$ cat src/rtl/axi_ic_slave_arb_rr.sv
// Per-slave burst arbiter: one owner per slave port, held until that owner's last handshake.
// Fixed-priority or round-robin selection, with an optional starvation escape in fixed mode.
module axi_ic_slave_arb_rr #(
  parameter int unsigned MSTRNUM      = 2,
  parameter int unsigned SLVNUM       = 2,
  parameter int unsigned SLV_W        = 1,
  parameter int unsigned ARB_MODE     = 1,
  parameter int unsigned STARVE_LIMIT = 4
) (
  input  logic                       clk,
  input  logic                       reset,
  input  logic [MSTRNUM-1:0]         M_req,
  input  logic [MSTRNUM-1:0]         M_grant,
  input  logic [MSTRNUM-1:0]         M_last,
  input  logic [MSTRNUM*SLV_W-1:0]   M_slave,
  output logic [SLVNUM*MSTRNUM-1:0]  S_master,
  output logic [SLVNUM-1:0]          S_busy
);

  localparam int unsigned PtrW = (MSTRNUM > 1) ? $clog2(MSTRNUM) : 1;
  localparam int unsigned CntW = (STARVE_LIMIT > 0) ? $clog2(STARVE_LIMIT + 1) : 1;
  localparam logic [CntW-1:0] CntMax = CntW'(STARVE_LIMIT);
  localparam bit StarveEn = (ARB_MODE == 0) && (STARVE_LIMIT > 0);

  localparam logic [0:0] IDLE  = 1'b0;
  localparam logic [0:0] OWNED = 1'b1;

  for (genvar s = 0; s < SLVNUM; s++) begin : g_slv
    logic [0:0]         state_q, state_d;
    logic [MSTRNUM-1:0] owner_q, owner_d;
    logic [PtrW-1:0]    ptr_q, ptr_d;
    logic [CntW-1:0]    cnt_q, cnt_d;
    logic [MSTRNUM-1:0] cand, arb_cand, pick_fixed, pick_rr, pick;
    logic [PtrW-1:0]    owner_idx;
    logic               done, others, force_rr, arbitrate, found_fx, found_rr;

    always_comb begin
      cand       = '0;
      owner_idx  = '0;
      pick_fixed = '0;
      pick_rr    = '0;
      found_fx   = 1'b0;
      found_rr   = 1'b0;
      for (int m = 0; m < MSTRNUM; m++) begin
        cand[m] = M_req[m] && (M_slave[m*SLV_W +: SLV_W] == SLV_W'(s));
        if (owner_q[m]) owner_idx = PtrW'(m);
      end

      done      = (state_q == OWNED) && |(owner_q & M_req & M_grant & M_last);
      others    = |(cand & ~owner_q);
      // The completing owner never wins its own hand-off.
      arb_cand  = (state_q == OWNED) ? (cand & ~owner_q) : cand;
      arbitrate = (state_q == IDLE) || done;
      force_rr  = StarveEn && (cnt_q == CntMax);

      for (int m = 0; m < MSTRNUM; m++) begin
        if (!found_fx && arb_cand[m]) begin
          pick_fixed[m] = 1'b1;
          found_fx      = 1'b1;
        end
      end
      // Two passes give the wrap-around search starting at ptr_q.
      for (int m = 0; m < MSTRNUM; m++) begin
        if (!found_rr && arb_cand[m] && (PtrW'(m) >= ptr_q)) begin
          pick_rr[m] = 1'b1;
          found_rr   = 1'b1;
        end
      end
      for (int m = 0; m < MSTRNUM; m++) begin
        if (!found_rr && arb_cand[m]) begin
          pick_rr[m] = 1'b1;
          found_rr   = 1'b1;
        end
      end
      pick = ((ARB_MODE == 1) || force_rr) ? pick_rr : pick_fixed;

      state_d = state_q;
      owner_d = owner_q;
      ptr_d   = ptr_q;
      cnt_d   = cnt_q;
      if (arbitrate) begin
        owner_d = pick;
        state_d = (|pick) ? OWNED : IDLE;
      end
      if (done) begin
        ptr_d = (owner_idx == PtrW'(MSTRNUM - 1)) ? '0 : owner_idx + PtrW'(1);
      end
      if (StarveEn && arbitrate) begin
        if (force_rr && (|pick)) begin
          cnt_d = '0;
        end else if (done && others) begin
          cnt_d = (cnt_q == CntMax) ? cnt_q : cnt_q + CntW'(1);
        end else if (done) begin
          cnt_d = '0;
        end
      end
    end

    always_ff @(posedge clk) begin
      if (reset) begin
        state_q <= IDLE;
        owner_q <= '0;
        ptr_q   <= '0;
        cnt_q   <= '0;
      end else begin
        state_q <= state_d;
        owner_q <= owner_d;
        ptr_q   <= ptr_d;
        cnt_q   <= cnt_d;
      end
    end

    assign S_master[s*MSTRNUM +: MSTRNUM] = owner_q;
    assign S_busy[s]                      = state_q;
  end

endmodule
$ cat config.mk
export PLATFORM = sky130hd
export DESIGN_NAME = axi_ic_slave_arb_rr
export DESIGN_NICKNAME = d
export VERILOG_FILES = /design/src/rtl/axi_ic_slave_arb_rr.sv
export SDC_FILE = /design/constraint.sdc
export NUM_CORES = 1
export LEC_CHECK = 0
export BUFFER_PORTS_ARGS = -buffer_cell sky130_fd_sc_hd__buf_2
export CAP_MARGIN = 5
export CORE_AREA = 2 2 39 41
export CTS_BUF_LIST = sky130_fd_sc_hd__clkbuf_2 sky130_fd_sc_hd__clkbuf_4 sky130_fd_sc_hd__clkbuf_8
export CTS_CLUSTER_DIAMETER = 60
export DETAILED_ROUTE_END_ITERATION = 10
export DIE_AREA = 0 0 41 43
export GPL_ROUTABILITY_DRIVEN = 0
export MAX_ROUTING_LAYER = met4
export SETUP_SLACK_MARGIN = 0.1
export SYNTH_ARGS = -nofsm -noshare
export SYNTH_HDL_FRONTEND = slang
export SYNTH_SLANG_ARGS = --single-unit
$ cat constraint.sdc
create_clock -name clk -period 1.5 [get_ports clk]
set_input_delay 0.075 -clock clk [delete_from_list [all_inputs] [get_ports clk]]
set_output_delay 0.075 -clock clk [all_outputs]
set_load 0.005 [all_outputs]
## After elaboration in Yosys (flattened, before gate mapping)

Index checks and enable logic that the tools add are counted.

- Register bits: 8
- Input port bits: 10
- Output and inout port bits: 6

- $add $sub $neg: 2
- Order comparisons: 4
- Mux-type cells: 20
- Bitwise logic cells: 14
- Reductions and logical operators: 28

Operators with widths:

| kind | count |
|---|---|
| 1-bit two-way mux | 18 |
| 2-bit bitwise AND | 8 |
| 1-bit logical AND | 16 |
| 2-bit OR reduction | 4 |
| 1-bit zero test | 6 |
| 1-bit >= comparator, first input constant | 4 |
| 2-bit two-way mux | 2 |
| 1-bit inverter | 4 |
| 2-bit inverter | 2 |
| 1-bit adder, second input constant | 2 |
| 1-bit logical OR | 2 |

## Depth between registers and ports, before layout

- Word-level depth: 18
- Depth in mapped cells: 4
- Depth with buffers taken out: 3

## Worst setup path before layout

No wires, ideal clock.

- Path kind: reg-to-reg
- Start point: register g_slv[0].owner_q[0]
- End point: register g_slv[0].owner_q[0]
- Arrival time: 1.063 ns
- Required time: 1.399 ns
- Path slack: 0.336 ns
- Cell stages (with the launch flop): 4
- Path through: dfxtp_1 > nand4_1 > and3_4 > o41ai_1

- Word-level cells in the longest chain between the ends: 12

RTL lines:

| element | RTL line | text |
|---|---|---|
| start, declared | 30 | `logic [MSTRNUM-1:0] owner_q, owner_d;` |
| start signal, assigned | 107 | `owner_q <= owner_d;` |
| 2-bit inverter | 52 | `arb_cand = (state_q == OWNED) ? (cand & ~owner_q) : cand;` |
| 2-bit bitwise AND | 52 |  |
| 2-bit two-way mux | 52 |  |
| 1-bit logical AND | 64 | `if (!found_rr && arb_cand[m] && (PtrW'(m) >= ptr_q)) begin` |
| 1-bit two-way mux | 64 |  |
| 1-bit zero test | 64 |  |
| 1-bit logical AND (2 in series) | 64 |  |
| 1-bit two-way mux | 64 |  |
| 1-bit zero test | 70 | `if (!found_rr && arb_cand[m]) begin` |
| 1-bit logical AND | 70 |  |
| 1-bit two-way mux | 70 |  |

Parallel ways exist; a longest one is shown, timed or not.
A chain may end at the register's enable or synchronous reset.

## Worst setup path in the final report

- Start point: register g_slv[0].owner_q[0]
- End point: register g_slv[0].owner_q[1]

- Word-level cells in the longest chain between the ends: 15

RTL lines:

| element | RTL line |
|---|---|
| 2-bit inverter | 52 |
| 2-bit bitwise AND | 52 |
| 2-bit two-way mux | 52 |
| 1-bit logical AND | 64 |
| 1-bit two-way mux | 64 |
| 1-bit zero test | 64 |
| 1-bit logical AND (2 in series) | 64 |
| 1-bit two-way mux | 64 |
| 1-bit zero test | 70 |
| 1-bit logical AND | 70 |
| 1-bit two-way mux | 70 |
| 1-bit zero test | 70 |
| 1-bit logical AND | 70 |
| 1-bit two-way mux | 70 |

Parallel ways exist; a longest one is shown, timed or not.

==> results.yml <==
detailed_routing:
  wire_per_inst_um: 14.2
  antenna_left: 0
  wl_um: 1270
  vias: 529
  drt_iter0_drc: 9
  via_per_inst: 5.94
  drc: 0
  first_pass_iters: 4
sta:
  whs_ns: 0.133
  fmax_ghz: 0.783
  hold_viol: 0
  rsz0062_at_grt: "no"
  finClkSkew_ns: 0.000164
  fin_crit_ns: 1.28
  tightest_slew_ns: 0.476
  setup_violations: 0
  setup_ws_ns: 0.224
  tns_ns: 0
  slew_headroom_pct: 67.5
  final-max-slew-violation-count: 0
  period_share_pct: 85.1
cells_and_area:
  fin_util_pct: 42.4
  num_antenna_cells: 0
  nFillCells: 146
  layoutNonFillerInstCount: 89
  drive_gt1_share_pct: 32.9
  area_growth_pct: 21.2
  final_cell_mix: "buf_2, nand4_1, dfxtp_1"
  final_nets: 85
  final_common_cell: "buf_2"
clock_tree:
  cts_resized: 0
  postCtsHoldBufs: 0
  numCtsBuffers: 3
  cts_tree: "yes"
  numClockSinks: 8
  worst_skew_pair.late_latency_ns: 0.26
  htreeDepth: 1
  clockBufferDepth: 2
  clock-root-buffer: "clkbuf_4"
  path_clk_slew_ns: 0.06
power:
  p_int_w: 0.000351
  p_sw_w: 0.000135
  combPwrFrac_pct: 15.1
  power.leakage_nw: 0.251
  seqPwrFrac_pct: 49.4
  pwr-share-clk_pct: 35.5
  swShare_pct: 27.7
  power_density_nw_per_um2: 828
  ir_worst_vdd_mv: 0.433
setup_path:
  slowest_delay_ns: 0.40
  critPathSlowestCell: "dfxtp_1"
  regToRegStartpoint: "g_slv[0].owner_q[0]"
  crit_type: "reg2reg"
  end_kind: "register"
  cp.arrival_ns: 1.43
  crit_chain: "nand4_1 -> and3_4 -> o41ai_1"
  endpoint: "g_slv[0].owner_q[1]"
  rr_endpoint: "g_slv[0].owner_q[1]"
  crit_fanout: 6
  reg2regPathDepth: 3
  worstPathRequired_ns: 1.65
  cp-startpoint: "g_slv[0].owner_q[0]"
  r2r_setup_slack_ns: 0.22
  start_kind: "register"
logic_synthesis:
  yosys.area.top_type: "dfxtp_1"
  yosysUniqueCellTypes: 17
  yosysWarnings: 0
  yosys-top-cells-area: "dfxtp_1, nand4_1, buf_4, o41ai_1, nand3_1"
  synthDominantCellAreaShare_pct: 33.1
  syn_area_um2: 484
  syn_inst: 57
  syn-num-nets: 67
  ys_ff_latch: 8
  synth-seq-area-share_pct: 33.1
  syn_area_per_cell_um2: 8.49
placement:
  placedCellCount: 84
  io_buffers: 15
  place_ws_ns: 0.220
  hpwlAfterDp_um: 883
global_route:
  grt_pass1_vias: 489
  grt_pass1_wl_um: 2010
  busiest_layer: "met2"
  antenna_found_initial: 0
  gr-total-overflow: 0
  grt_use_met1_pct: 22.1
  grt_use_met3_pct: 1.57
  met2_usage_pct: 23.4
  grt.total_usage_pct: 16.8
  grt_max_degree: 13
die:
  fp.dieH_um: 43
  dieArea_um2: 1760
  fp.coreArea_um2: 1380
  die_x_um: 41
  io_pins: 16
  rows: 14
  start_util_pct: 35.0
min_path:
  worstHoldPathType: "in2reg"
  holdPathStages: 3
status:
  status: "finished clean"
job:
  drv_cap: 0
-- layer usage --
layer | share of wire [%] | up-vias
met5 | 0 | -
met4 | 2.3 | 0
met3 | 4.8 | 7
met2 | 48 | 20
met1 | 45 | 242
li1 | - | 260
-- registers in the layout, summed over array words and instances (netlist names) --
register	cells
g_slv.state_q	2
g_slv.ptr_q	2
g_slv.owner_q	4
-- per-stage QoR --
stage                     area (um^2)  total power, W
after floorplan                   484        0.000288
after global placement            549        0.000315
after detailed placement          549        0.000315
after CTS                         572        0.000486
after global routing              587        0.000505
final                             587        0.000486
-- worst max-delay path: cells and delay by family (launching register included) --
family	cells	cell delay, ns
AO/OA/AOI/OAI	1	0.33
flip-flops	1	0.40
AND/OR/NAND/NOR	2	0.44
-- cell type report --
type / count / area [um^2] / area share, %
well taps: 16 / 20.0 / 3.41
clock buffers: 3 / 22.5 / 3.84
multi-input cells: 42 / 279 / 47.5
flip-flops and latches: 8 / 160 / 27.3
repair buffers: 18 / 97.6 / 16.6
inverters: 2 / 7.51 / 1.28
-- power groups by stage --
stage          combinational (W)  sequential [W]  clock, W
2_1_floorplan          0.0000472        0.000241         0
4_1_cts                0.0000719        0.000240  0.000174
6_report               0.0000733        0.000240  0.000173
3_5_place_dp           0.0000712        0.000244         0
3_3_place_gp           0.0000715        0.000244         0
5_1_grt                0.0000811        0.000243  0.000181
-- worst min-delay path by stage --
stage	startpoint	endpoint	slack, ns
floorplan	M_req[0]	g_slv[0].owner_q[0]	0.25
global placement	M_slave[1]	g_slv[1].owner_q[1]	0.41
detailed placement	reset	g_slv[0].state_q	0.40
CTS	reset	g_slv[1].state_q	0.13
global route	reset	g_slv[1].state_q	0.14
finish	M_slave[1]	g_slv[1].owner_q[1]	0.13
-- synth_stat cells --
cell type	n
and3_2	1
and4_1	1
and4b_1	1
and3_4	2
nand2_1	4
nor3_1	2
dfxtp_1	8
nand3b_1	1
buf_4	5
and2b_1	4
nand4_1	8
inv_1	2
a31oi_1	4
nand3_1	6
o41ai_1	4
a2111oi_0	2
a21oi_1	2
-- cell families (layout without fill, tap and decap cells) --
| logic type | Yosys count | after routing | share of synthesized area, % |
|---|---|---|---|
| AO/OA/AOI/OAI | 12 | 12 | 18.1 |
| AND/OR/NAND/NOR | 30 | 30 | 39.5 |
| buffers and inverters | 7 | 23 | 9.30 |
| flip-flops | 8 | 8 | 33.1 |
-- repair_timing --
item / in CTS / in global routing
buffers inserted: 0 / 2
hold endpoints to repair: 0 / 0
setup endpoints to repair: 0 / 1
Note: power is estimated with default switching activity, not from simulation.
